`src/rtl/sched_pkg.sv`:
```
// Shared definitions for the tile scheduler.
//   - sched_state_e : scheduler FSM state encoding (IDLE = 0 ... DONE = 4)
//   - ROWS_DEFAULT / COLS_DEFAULT : default compute array geometry
package sched_pkg;

  localparam int ROWS_DEFAULT = 4;
  localparam int COLS_DEFAULT = 4;

  typedef enum logic [2:0] {
    ST_IDLE  = 3'd0,
    ST_ISSUE = 3'd1,
    ST_WAIT  = 3'd2,
    ST_NEXT  = 3'd3,
    ST_DONE  = 3'd4
  } sched_state_e;

endpackage

```
`src/rtl/tile_index_counter.sv`:
```
// Three-level nested wrapping counter for (m, n, k) tile indices.
// k is the fastest index, then n, then m. Each index wraps to 0 at its
// count-1 and carries into the next slower index.
//   clk, rst          : clock, asynchronous active-high reset
//   clear             : synchronous reset of all indices to 0 (job accept)
//   advance           : step to the next (m, n, k) tuple
//   m_cnt/n_cnt/k_cnt : tile counts of the current job
//   m_idx/n_idx/k_idx : current indices
//   last              : current tuple is the final one of the job
module tile_index_counter #(
  parameter int TILE_W = 4
) (
  input  logic              clk,
  input  logic              rst,
  input  logic              clear,
  input  logic              advance,
  input  logic [TILE_W-1:0] m_cnt,
  input  logic [TILE_W-1:0] n_cnt,
  input  logic [TILE_W-1:0] k_cnt,
  output logic [TILE_W-1:0] m_idx,
  output logic [TILE_W-1:0] n_idx,
  output logic [TILE_W-1:0] k_idx,
  output logic              last
);

  logic m_wrap, n_wrap, k_wrap;

  assign m_wrap = (m_idx == m_cnt - TILE_W'(1));
  assign n_wrap = (n_idx == n_cnt - TILE_W'(1));
  assign k_wrap = (k_idx == k_cnt - TILE_W'(1));
  assign last   = m_wrap && n_wrap && k_wrap;

  always_ff @(posedge clk or posedge rst) begin
    if (rst) begin
      m_idx <= '0;
      n_idx <= '0;
      k_idx <= '0;
    end else if (clear) begin
      m_idx <= '0;
      n_idx <= '0;
      k_idx <= '0;
    end else if (advance) begin
      if (k_wrap) begin
        k_idx <= '0;
        if (n_wrap) begin
          n_idx <= '0;
          m_idx <= m_wrap ? '0 : m_idx + TILE_W'(1);
        end else begin
          n_idx <= n_idx + TILE_W'(1);
        end
      end else begin
        k_idx <= k_idx + TILE_W'(1);
      end
    end
  end

endmodule

```
`src/rtl/tile_scheduler.sv`:
```
// Tile scheduler: accepts a (M, N, K) tile job and walks the array FSM
// controller through every tile run, k fastest, with accumulator clear on
// the first k tile and result store on the last k tile.
//   clk, rst                    : clock, asynchronous active-high reset
//   job_valid / job_ready       : job handshake (ready only in IDLE)
//   job_m/n/k_tiles             : tile counts, sampled on accept
//   abort                       : synchronous cancel of the current job
//   arr_start                   : one-cycle start pulse to the array
//   arr_clear / arr_store       : per-run accumulator clear / result store
//   arr_done                    : run-complete pulse from the array
//   tile_m / tile_n / tile_k    : indices of the current run
//   busy, job_done, job_aborted : status and completion pulses
//   busy_cycles                 : saturating count of non-IDLE cycles
module tile_scheduler
  import sched_pkg::*;
#(
  parameter int TILE_W = 4,
  parameter int ROWS   = ROWS_DEFAULT,
  parameter int COLS   = COLS_DEFAULT
) (
  input  logic              clk,
  input  logic              rst,
  input  logic              job_valid,
  output logic              job_ready,
  input  logic [TILE_W-1:0] job_m_tiles,
  input  logic [TILE_W-1:0] job_n_tiles,
  input  logic [TILE_W-1:0] job_k_tiles,
  input  logic              abort,
  output logic              arr_start,
  output logic              arr_clear,
  output logic              arr_store,
  input  logic              arr_done,
  output logic [TILE_W-1:0] tile_m,
  output logic [TILE_W-1:0] tile_n,
  output logic [TILE_W-1:0] tile_k,
  output logic              busy,
  output logic              job_done,
  output logic              job_aborted,
  output logic [31:0]       busy_cycles
);

  // Geometry is carried for the array side only; reject nonsense values.
  if (ROWS < 1 || COLS < 1) begin : g_bad_geom
    $error("tile_scheduler: ROWS and COLS must be positive");
  end

  sched_state_e      state, state_nxt;
  logic [TILE_W-1:0] m_tiles, n_tiles, k_tiles;
  logic [TILE_W-1:0] k_after;
  logic              abort_pend;
  logic              accept, zero_job, last, advance, stop_req;

  assign accept   = job_valid && (state == ST_IDLE);
  assign zero_job = (job_m_tiles == '0) || (job_n_tiles == '0) || (job_k_tiles == '0);
  // In WAIT an abort seen this cycle counts as well as an earlier pending one.
  assign stop_req = abort || abort_pend;
  assign advance  = (state == ST_NEXT) && !abort;
  // k index the counter will hold after this NEXT, for the next run's flags.
  assign k_after  = (tile_k == k_tiles - TILE_W'(1)) ? '0 : tile_k + TILE_W'(1);

  tile_index_counter #(
    .TILE_W (TILE_W)
  ) u_idx (
    .clk     (clk),
    .rst     (rst),
    .clear   (accept),
    .advance (advance),
    .m_cnt   (m_tiles),
    .n_cnt   (n_tiles),
    .k_cnt   (k_tiles),
    .m_idx   (tile_m),
    .n_idx   (tile_n),
    .k_idx   (tile_k),
    .last    (last)
  );

  // State register
  always_ff @(posedge clk or posedge rst) begin
    if (rst) state <= ST_IDLE;
    else     state <= state_nxt;
  end

  // Next-state logic
  always_comb begin
    state_nxt = state;
    unique case (state)
      ST_IDLE:  if (accept) state_nxt = zero_job ? ST_DONE : ST_ISSUE;
      ST_ISSUE: state_nxt = abort ? ST_IDLE : ST_WAIT;
      ST_WAIT:  if (arr_done) state_nxt = stop_req ? ST_IDLE : ST_NEXT;
      ST_NEXT:  state_nxt = abort ? ST_IDLE : (last ? ST_DONE : ST_ISSUE);
      ST_DONE:  state_nxt = ST_IDLE;
      default:  state_nxt = ST_IDLE;
    endcase
  end

  // Output logic
  always_comb begin
    job_ready   = (state == ST_IDLE);
    busy        = (state != ST_IDLE);
    arr_start   = (state == ST_ISSUE) && !abort;
    job_done    = (state == ST_DONE);
    job_aborted = (((state == ST_ISSUE) || (state == ST_NEXT)) && abort) ||
                  ((state == ST_WAIT) && arr_done && stop_req);
  end

  // Job registers: latched counts, per-run flags, pending abort
  always_ff @(posedge clk or posedge rst) begin
    if (rst) begin
      m_tiles    <= '0;
      n_tiles    <= '0;
      k_tiles    <= '0;
      arr_clear  <= 1'b0;
      arr_store  <= 1'b0;
      abort_pend <= 1'b0;
    end else begin
      if (accept) begin
        m_tiles   <= job_m_tiles;
        n_tiles   <= job_n_tiles;
        k_tiles   <= job_k_tiles;
        arr_clear <= !zero_job;
        arr_store <= !zero_job && (job_k_tiles == TILE_W'(1));
      end else if ((state == ST_NEXT) && (state_nxt == ST_ISSUE)) begin
        arr_clear <= (k_after == '0);
        arr_store <= (k_after == k_tiles - TILE_W'(1));
      end else if ((state_nxt == ST_IDLE) || (state_nxt == ST_DONE)) begin
        arr_clear <= 1'b0;
        arr_store <= 1'b0;
      end

      if (state != ST_WAIT)  abort_pend <= 1'b0;
      else if (abort)        abort_pend <= 1'b1;
    end
  end

  // Saturating busy-cycle counter
  always_ff @(posedge clk or posedge rst) begin
    if (rst)                              busy_cycles <= '0;
    else if (busy && (busy_cycles != '1)) busy_cycles <= busy_cycles + 32'd1;
  end

endmodule

```
`config.mk`:
```
export PLATFORM = sky130hd
export DESIGN_NAME = tile_scheduler
export DESIGN_NICKNAME = d
export VERILOG_FILES = /design/src/rtl/sched_pkg.sv /design/src/rtl/tile_index_counter.sv /design/src/rtl/tile_scheduler.sv
export SDC_FILE = /design/constraint.sdc
export NUM_CORES = 1
export LEC_CHECK = 0
export ABC_CLOCK_PERIOD_IN_PS = 3700
export CORE_UTILIZATION = 40
export DETAILED_ROUTE_END_ITERATION = 12
export PLACE_DENSITY_LB_ADDON = 0.2
export RECOVER_POWER = 100
export SLEW_MARGIN = 30
export SYNTH_ARGS = -nofsm -noshare
export SYNTH_HDL_FRONTEND = slang
export SYNTH_HIERARCHICAL = 1
export SYNTH_SLANG_ARGS = --single-unit
```
`constraint.sdc`:
```
create_clock -name clk -period 3.7 [get_ports clk]
set_input_delay 0.555 -clock clk [delete_from_list [all_inputs] [get_ports clk]]
set_output_delay 0.555 -clock clk [all_outputs]
set_load 0.01 [all_outputs]
```
==> flow_summary.ini <==
[logic_synthesis]
yosysSeqAreaShare = 0.4288
ys_top_cells_by_count = 62 x dfrtp_1, 58 x nand2_1, 30 x xor2_1, 23 x xnor2_1, 22 x nor2_1
yosys_warnings = 6
async_reset_ff_frac = 1.000
synth_edf_count = 0
synth-main-ff-cell = dfrtp_1
ys_seq_elements = 62
syn_area_um2 = 3618
yosysTopAreaCellShare = 0.4288
avgSynthCellArea_um2 = 9.573
synth.net_count = 404
synth_top_cells_by_area = dfrtp_1 43%, xor2_1 7.3%, nand2_1 6.0%, xnor2_1 5.6%, ha_1 3.1%
yosysMostFrequentCell = dfrtp_1
synthCells = 378
synth_top_cell_by_area = dfrtp_1
yosys.cell_types.count = 59

[clock_tree]
clockRootBuffer = clkbuf_8
path_clk_slew_ns = 0.07
holdBufCountCts = 0
cts_max_level = 3
cts.sinks = 62
cts_tree = yes
cts_inserted_buffers = 9
ctsResizeCount = 0
post_cts_buffers = 0
cts_buffer_depth = 2
insertion_delay_ns = 0.34

[setup_path]
worstReg2RegStart = state[0]$_DFF_PP0_
reg2reg_setup_slack_ns = 0.74
r2r-end = u_idx/m_idx[3]$_DFFE_PP0P_
crit_path_end_kind = flop
cp.required_ns = 3.92
worstPathArrival_ns = 3.19
start_kind = flop
critPathKind = flop to flop
cp_max_fo = 26
worstRegToRegCells = 7

[drt]
viasPerCell = 5.258
routedWlPerCell_um = 14.06
vias = 2950
ant_nets = 0
drt_first_iter_violations = 106
wirelength_mm = 7.888
drc_errors = 0
dr.pass1.iters = 4

[finish]
layout-drive-gt1-share = 0.06181
area_growth_pct = 25.90
fin_cells = 561
diodes = 0
finalNetCount = 474
post-route-util = 0.5224

[floorplan]
initial_core_util = 0.4149
core_area_um2 = 8721
dieArea_um2 = 9430
num_rows = 34
die_y_um = 97.11
die_w_um = 97.11
ios = 68

[flow_run]
drv_cap = 1

[sta]
relSlewSlack = -0.4756
setup_viol = 0
fmax_ghz = 0.3373
worst_pin_slew_ns = 2.201
setup_slack_ns = 0.7350
final_hold_viol_count = 0
post-route-period-util = 0.8013
setup-tns-final_ns = 0
grt_setup_unrepaired = no
maxSlewViolCount = 51
period_minus_slack_ns = 2.965
fin_worst_skew_ns = 0.01399

[hold_path]
hold_class = flop to flop
holdPathEnd = busy_cycles[30]$_DFFE_PP0P_
min_from = busy_cycles[30]$_DFFE_PP0P_
hold_depth = 1

[power]
internal_power_uw = 1740
power.total_uw = 2901
seqPwrFrac = 0.354
peakVddDrop_mv = 0.3730
p_switching_uw = 1161
power_density_nw_per_um2 = 636.7
p_leak_uw = 0.002148
swShare = 0.4003
p_clk_frac = 0.199
combPwrFrac = 0.448

[grt]
grt_pass1_wl_mm = 13.48
grt_pass1_vias = 2843
grt-ovfl-total = 0
antenna_found_initial = 0
grtUsageTotal = 0.1751
grt_max_degree = 51

[run_status]
violations = capacitance limit, slew limit
status = complete, but fails checks

[placed_design]
place.gp.congestion = 0.8405
place_inst = 545
pre_cts_ws_ns = 0.8838
post-dp-hpwl_mm = 5.839
portBuffers = 67
cell type report:
type | instances | area, um2
clock buffers | 10 | 127.6
clock inverters | 6 | 62.56
fillers | 829 | 4165
inverters | 16 | 61.31
multi-input cells | 291 | 1943
flip-flops and latches | 62 | 1551
well taps | 108 | 135.1
repair buffers | 68 | 674.4
registers in the layout, indices dropped and copies added (netlist names):
register	count
abort_pend	1
state	3
u_idx/n_idx	4
arr_clear	1
u_idx/k_idx	4
n_tiles	4
busy_cycles	32
k_tiles	4
m_tiles	4
u_idx/m_idx	4
arr_store	1
critical path: stages, from the launching register on:
cell	delay (ns)
dfrtp_1	0.44
nor3_1	0.23
clkbuf_1	0.43
nand2_1	0.37
inv_1	0.67
a21oi_1	0.16
a211o_1	0.34
a22o_1	0.22
power by group through the flow:
stage	clock (uW)	combinational (uW)	sequential [uW]
3_5_place_dp	0	1340	1040
4_1_cts	590	1360	1030
3_3_place_gp	0	1320	1040
2_1_floorplan	0	936	1030
6_report	577	1300	1030
5_1_grt	627	1450	1060
layout by cell type (no fill, tap or decap), types with 11 or more instances in the layout:
cell / instances
inv_1: 15
nor2_1: 22
nor3_1: 21
clkdlybuf4s50_1: 14
dlygate4sd3_1: 53
nand2_1: 58
o21ai_0: 11
xor2_1: 30
dfrtp_1: 62
xnor2_1: 23
nand3_1: 19
metal layers:
| metal | share of wire | up-vias | track usage | routed length (um) |
|---|---|---|---|---|
| met3 | 0.037 | 9 | 0.03525 | 292 |
| met4 | 0.011 | 0 | 0.05741 | 87 |
| met1 | 0.49 | 1410 | 0.2423 | 3843 |
| met2 | 0.46 | 57 | 0.2752 | 3664 |
| li1 | - | 1474 | - | - |
| met5 | 0 | - | 0 | 0 |
worst max path at each step:
stage | startpoint | endpoint | cells past startpoint
6_report | state[0]$_DFF_PP0_ | u_idx/m_idx[3]$_DFFE_PP0P_ | 7
5_1_grt | state[0]$_DFF_PP0_ | u_idx/m_idx[3]$_DFFE_PP0P_ | 7
4_1_cts | state[0]$_DFF_PP0_ | u_idx/m_idx[3]$_DFFE_PP0P_ | 7
3_5_place_dp | job_valid | u_idx/m_idx[3]$_DFFE_PP0P_ | 6
3_3_place_gp | job_valid | u_idx/m_idx[3]$_DFFE_PP0P_ | 6
2_1_floorplan | state[0]$_DFF_PP0_ | u_idx/m_idx[3]$_DFFE_PP0P_ | 9
kinds of logic after synthesis:
| family | count (synthesis) | synth area share |
|---|---|---|
| and+or+nand+nor | 179 | 0.2642 |
| DFF | 62 | 0.4288 |
| xor gates and xnor gates | 56 | 0.1483 |
| AOI/OAI and AO/OA | 42 | 0.08369 |
| buffers and inverters | 25 | 0.02904 |
| adders and majority gates | 9 | 0.03112 |
| muxes | 5 | 0.01487 |
per-stage QoR:
stage                     hold slack, ns  area [um2]
after global routing              0.5047        4556
after detailed placement          0.4852        4389
after CTS                         0.4957        4579
after global placement            0.4802        4387
final                             0.4842        4556
after floorplan                   0.4197        3618
Power figures use the tool's default switching activity.
